<file path="config.mk">
export PLATFORM = sky130hd
export DESIGN_NAME = pipeline_ctrl
export DESIGN_NICKNAME = d
export VERILOG_FILES = /design/src/rtl/pipeline_ctrl_pkg.sv /design/src/rtl/hazard_detect.sv /design/src/rtl/pipeline_ctrl.sv
export SDC_FILE = /design/constraint.sdc
export NUM_CORES = 1
export LEC_CHECK = 0
export BUFFER_PORTS_ARGS = -buffer_cell sky130_fd_sc_hd__buf_2
export CAP_MARGIN = 5
export CORE_MARGIN = 3
export CORE_UTILIZATION = 50
export DETAILED_ROUTE_END_ITERATION = 7
export GPL_TIMING_DRIVEN = 0
export PLACE_DENSITY = 0.79
export SLEW_MARGIN = 20
export SYNTH_ARGS = -nofsm -noshare
export SYNTH_HDL_FRONTEND = slang
export SYNTH_SLANG_ARGS = --single-unit
</file>
<file path="constraint.sdc">
create_clock -name CLK -period 5.3 [get_ports CLK]
set_input_delay 0.53 -clock CLK [delete_from_list [all_inputs] [get_ports CLK]]
set_output_delay 0.53 -clock CLK [all_outputs]
set_load 0.05 [all_outputs]
</file>
<file path="src/rtl/pipeline_ctrl_pkg.sv">
// rtl/pipeline_ctrl_pkg.sv - shared CPU pipeline types: controller states and register-index width
package pipeline_ctrl_pkg;

  localparam int REG_IDX_W = 5;

  typedef enum logic {
    RUN     = 1'b0,
    MD_WAIT = 1'b1
  } ctrl_state_t;

endpackage

</file>
<file path="src/rtl/hazard_detect.sv">
// rtl/hazard_detect.sv - load-use hazard compare between the ID sources and the EX load destination
module hazard_detect
  import pipeline_ctrl_pkg::*;
(
  input  logic [REG_IDX_W-1:0] id_rs1,
  input  logic [REG_IDX_W-1:0] id_rs2,
  input  logic                 id_use_rs1,
  input  logic                 id_use_rs2,
  input  logic [REG_IDX_W-1:0] ex_rd,
  input  logic                 ex_mem_read,
  output logic                 load_use
);

  logic rs1_hit;
  logic rs2_hit;

  assign rs1_hit  = id_use_rs1 && (id_rs1 == ex_rd);
  assign rs2_hit  = id_use_rs2 && (id_rs2 == ex_rd);
  // x0 is hardwired zero, so a load targeting it never produces a dependency
  assign load_use = ex_mem_read && (ex_rd != '0) && (rs1_hit || rs2_hit);

endmodule

</file>
<file path="src/rtl/pipeline_ctrl.sv">
// rtl/pipeline_ctrl.sv - pipeline stall/flush controller with mul/div wait state and stall-cycle counter
module pipeline_ctrl
  import pipeline_ctrl_pkg::*;
#(
  parameter int CNT_W = 32
) (
  input  logic                 CLK,
  input  logic                 RESET,
  input  logic [REG_IDX_W-1:0] ID_RS1,
  input  logic [REG_IDX_W-1:0] ID_RS2,
  input  logic                 ID_USE_RS1,
  input  logic                 ID_USE_RS2,
  input  logic [REG_IDX_W-1:0] EX_RD,
  input  logic                 EX_MEM_READ,
  input  logic                 EX_BR_TAKEN,
  input  logic                 EX_MD_OP,
  input  logic                 MD_DONE,
  output logic                 PC_STALL,
  output logic                 IF_ID_STALL,
  output logic                 ID_EX_STALL,
  output logic                 IF_ID_FLUSH,
  output logic                 ID_EX_FLUSH,
  output logic                 EX_MA_FLUSH,
  output logic                 MD_START,
  output logic                 MD_BUSY,
  output logic [CNT_W-1:0]     STALL_CYCLES
);

  ctrl_state_t      state_q;
  ctrl_state_t      state_d;
  logic             load_use;
  logic [CNT_W-1:0] cnt_q;

  hazard_detect u_hazard_detect (
    .id_rs1      (ID_RS1),
    .id_rs2      (ID_RS2),
    .id_use_rs1  (ID_USE_RS1),
    .id_use_rs2  (ID_USE_RS2),
    .ex_rd       (EX_RD),
    .ex_mem_read (EX_MEM_READ),
    .load_use    (load_use)
  );

  always_ff @(posedge CLK) begin
    if (RESET) begin
      state_q <= RUN;
      cnt_q   <= '0;
    end else begin
      state_q <= state_d;
      if (PC_STALL) begin
        cnt_q <= cnt_q + CNT_W'(1);
      end
    end
  end

  assign STALL_CYCLES = cnt_q;

  always_comb begin
    state_d     = state_q;
    PC_STALL    = 1'b0;
    IF_ID_STALL = 1'b0;
    ID_EX_STALL = 1'b0;
    IF_ID_FLUSH = 1'b0;
    ID_EX_FLUSH = 1'b0;
    EX_MA_FLUSH = 1'b0;
    MD_START    = 1'b0;
    MD_BUSY     = 1'b0;

    if (RESET) begin
      state_d = RUN;
    end else begin
      unique case (state_q)
        RUN: begin
          // a taken branch squashes the younger instructions, so their hazards are moot
          if (EX_BR_TAKEN) begin
            IF_ID_FLUSH = 1'b1;
            ID_EX_FLUSH = 1'b1;
          end else if (EX_MD_OP) begin
            MD_START    = 1'b1;
            PC_STALL    = 1'b1;
            IF_ID_STALL = 1'b1;
            ID_EX_STALL = 1'b1;
            EX_MA_FLUSH = 1'b1;
            state_d     = MD_WAIT;
          end else if (load_use) begin
            PC_STALL    = 1'b1;
            IF_ID_STALL = 1'b1;
            ID_EX_FLUSH = 1'b1;
          end
        end
        MD_WAIT: begin
          MD_BUSY = 1'b1;
          // on the done cycle everything releases so the EX result moves into MA
          if (MD_DONE) begin
            state_d = RUN;
          end else begin
            PC_STALL    = 1'b1;
            IF_ID_STALL = 1'b1;
            ID_EX_STALL = 1'b1;
            EX_MA_FLUSH = 1'b1;
          end
        end
        default: state_d = RUN;
      endcase
    end
  end

endmodule

</file>
==> results.json <==
{
  "status": "complete, no violations",
  "antenna_left": 0,
  "fin_ws_ns": 2.28,
  "async_flop_share_pct": 0,
  "skew_ns": 0.00773,
  "drtPass1Iterations": 4,
  "synth_top_area_cell": "dfxtp_1",
  "place.gp.congestion": 0.813,
  "wl_per_cell_um": 14.7,
  "powerDensity_mw_per_mm2": 247,
  "core_area_mm2": 0.00344,
  "seq_area_um2": 661,
  "drv_slew": 0,
  "cap_violations": 0,
  "r2r_start": "STALL_CYCLES[2]",
  "port_buffers": 62,
  "die_width_um": 66.8,
  "fill_cells": 301,
  "endpoint_kind": "primary output",
  "min_from": "STALL_CYCLES[31]",
  "tightest_slew_ns": 0.577,
  "reg2reg_to": "STALL_CYCLES[30]",
  "yosysMostFrequentCell": "dfxtp_1",
  "synth_top_area_share_pct": 35.7,
  "cts.sinks": 33,
  "synthCells": 228,
  "fin_nets": 321,
  "ys.flop_type": "dfxtp_1",
  "cts_tree": "yes",
  "synthDistinctLibCells": 39,
  "grt_pass1_wl_um": 8380,
  "yosysSeqAreaShare_pct": 35.7,
  "root_buffer": "clkbuf_8",
  "cp-startpoint": "EX_RD[1]",
  "grt_pass1_vias": 1875,
  "hold_violations": 0,
  "cp.arrival_ns": 2.49,
  "fin_setup_tns_ns": 0,
  "grt_antenna_before_repair": 0,
  "ios": 63,
  "drtIter0Drc": 136,
  "leakage_nw": 0.873,
  "max_freq_mhz": 331,
  "hold_path.class": "register to register",
  "syn_nets": 252,
  "cts_resized": 0,
  "netlist_top_cells_area": "dfxtp_1 (36%), a21oi_1 (8.1%), or4_1 (6.9%)",
  "syn2layout_area_growth_pct": 26.2,
  "drive_gt1_share_pct": 26.2,
  "overflow": 0,
  "row_count": 21,
  "path_class": "primary input to primary output",
  "worstSetupStartpointType": "primary input",
  "vias_per_cell": 5.94,
  "path_clk_slew_ns": 0.07,
  "cts_made_buffers": 5,
  "cts_max_level": 2,
  "slew_headroom_pct": 61.4,
  "irDropWorstVdd_v": 0.000153,
  "crit_path_end": "PC_STALL",
  "synth_common_cells": "dfxtp_1 (33), a21oi_1 (30), or4_1 (17), nand2_1 (16), o31ai_1 (16)",
  "worst_r2r_path_depth": 6,
  "period_share_pct": 57.1,
  "setup_viol": 0,
  "num_vias": 2043,
  "r2r_setup_slack_ns": 2.92,
  "ctsHoldBuffers": 0,
  "post-route-drc-count": 0,
  "post_cts.repair.setup_buffers": 0,
  "track_usage_pct": 24.6,
  "n_antenna_cell": 0,
  "synth_edf_count": 0,
  "wl_um": 5070,
  "cp_max_fo": 10,
  "synth-seq-cells": 33,
  "avgSynthCellArea_um2": 8.11,
  "multi_input_area_mm2": 0.00109,
  "synth_area_mm2": 0.00185,
  "post-dp-hpwl_um": 3690,
  "min_period_ns": 3.02,
  "rsz0062_at_grt": "no",
  "initial_core_util_pct": 53.7,
  "die_h_um": 66.8,
  "grt_max_degree": 11,
  "synth_warnings": 0,
  "fin_hold_ws_ns": 0.489,
  "clk_latency_ns": 0.30,
  "required_ns": 4.77,
  "preCtsSetupSlack_ns": 2.30,
  "dieArea_mm2": 0.00446,
  "cts.path.max_buffers": 2
}
## power by group
part / switching [mW] / total [mW] / internal, mW
sequential: 0.00259 / 0.252 / 0.250
combinational: 0.0484 / 0.0723 / 0.0239
clock: 0.0971 / 0.250 / 0.153
## critical path, cell delays in order
cell and delay, ns:
buf_2 0.12, or4_1 0.52, o21ai_1 0.17, or3_1 0.14, o21a_2 0.19, clkbuf_1 0.34
nor2_1 0.11, buf_4 0.15, buf_2 0.20
## flip-flops by register name, indices dropped and copies added (netlist names)
register	cells
STALL_CYCLES	32
state_q	1
## kinds of logic (layout without fill, tap and decap cells)
kind of cell	count (synthesis)	after routing	synth area share, %
compound gates	64	64	20.5
xor+xnor	11	11	5.21
fa+ha+maj	1	1	0.677
buf+inv	18	88	5.01
flops	33	33	35.7
mux	2	2	1.15
simple gates	99	99	31.7
## cell type report
type | instances | area share (%)
Buffer | 15 | 3.49
Tap cell | 46 | 2.47
Sequential cell | 33 | 28.3
Inverter | 3 | 0.483
Timing Repair Buffer | 62 | 13.3
Multi-Input combinational cell | 177 | 46.9
Clock inverter | 1 | 1.29
Clock buffer | 7 | 3.70
## worst min-delay path by stage
stage                             to  slack [ns]  cells past startpoint
floorplan           STALL_CYCLES[18]        0.70                      2
global placement    STALL_CYCLES[31]        0.47                      2
global route        STALL_CYCLES[31]        0.52                      2
detailed placement  STALL_CYCLES[31]        0.48                      2
finish              STALL_CYCLES[31]        0.49                      2
CTS                 STALL_CYCLES[31]        0.49                      2
## cell usage in the layout, fill, tap and decap left out, types with 2 or more instances in the layout
cell type / Yosys / final
nor2_1: 10 / 10
and4_1: 4 / 4
or4_1: 17 / 17
o21ai_0: 12 / 12
buf_2: 2 / 64
buf_6: 2 / 2
nand2_1: 16 / 16
or3_1: 12 / 12
a21oi_1: 30 / 30
dfxtp_1: 33 / 33
nor3_1: 3 / 3
buf_1: 3 / 3
xor2_1: 8 / 8
nand4_1: 11 / 11
nor4_1: 2 / 2
buf_4: 2 / 2
inv_1: 3 / 3
and2_1: 4 / 4
nand3_1: 9 / 9
clkbuf_1: 6 / 7
o31ai_1: 16 / 16
xnor2_1: 3 / 3
o41ai_1: 2 / 2
clkbuf_8: 0 / 6
nor2b_1: 3 / 3
## per-stage QoR
stage | instance area, µm² | util, % | power, mW | std cells
finish | 2330 | 67.8 | 0.575 | 344
detailed placement | 2220 | 64.4 | 0.330 | 336
CTS | 2330 | 67.8 | 0.577 | 344
global route | 2330 | 67.8 | 0.593 | 344
global placement | 2220 | 64.4 | 0.330 | 336
floorplan | 1850 | - | 0.306 | 228
## layer usage
metal,vias to the layer above,share of wire [%],global-route usage (%)
li1,1010,-,-
met1,929,43,31.1
met2,98,46,38.2
met3,6,9.6,6.91
met4,0,1.4,11.4
met5,-,0,0
(Power assumes the default switching activity.)
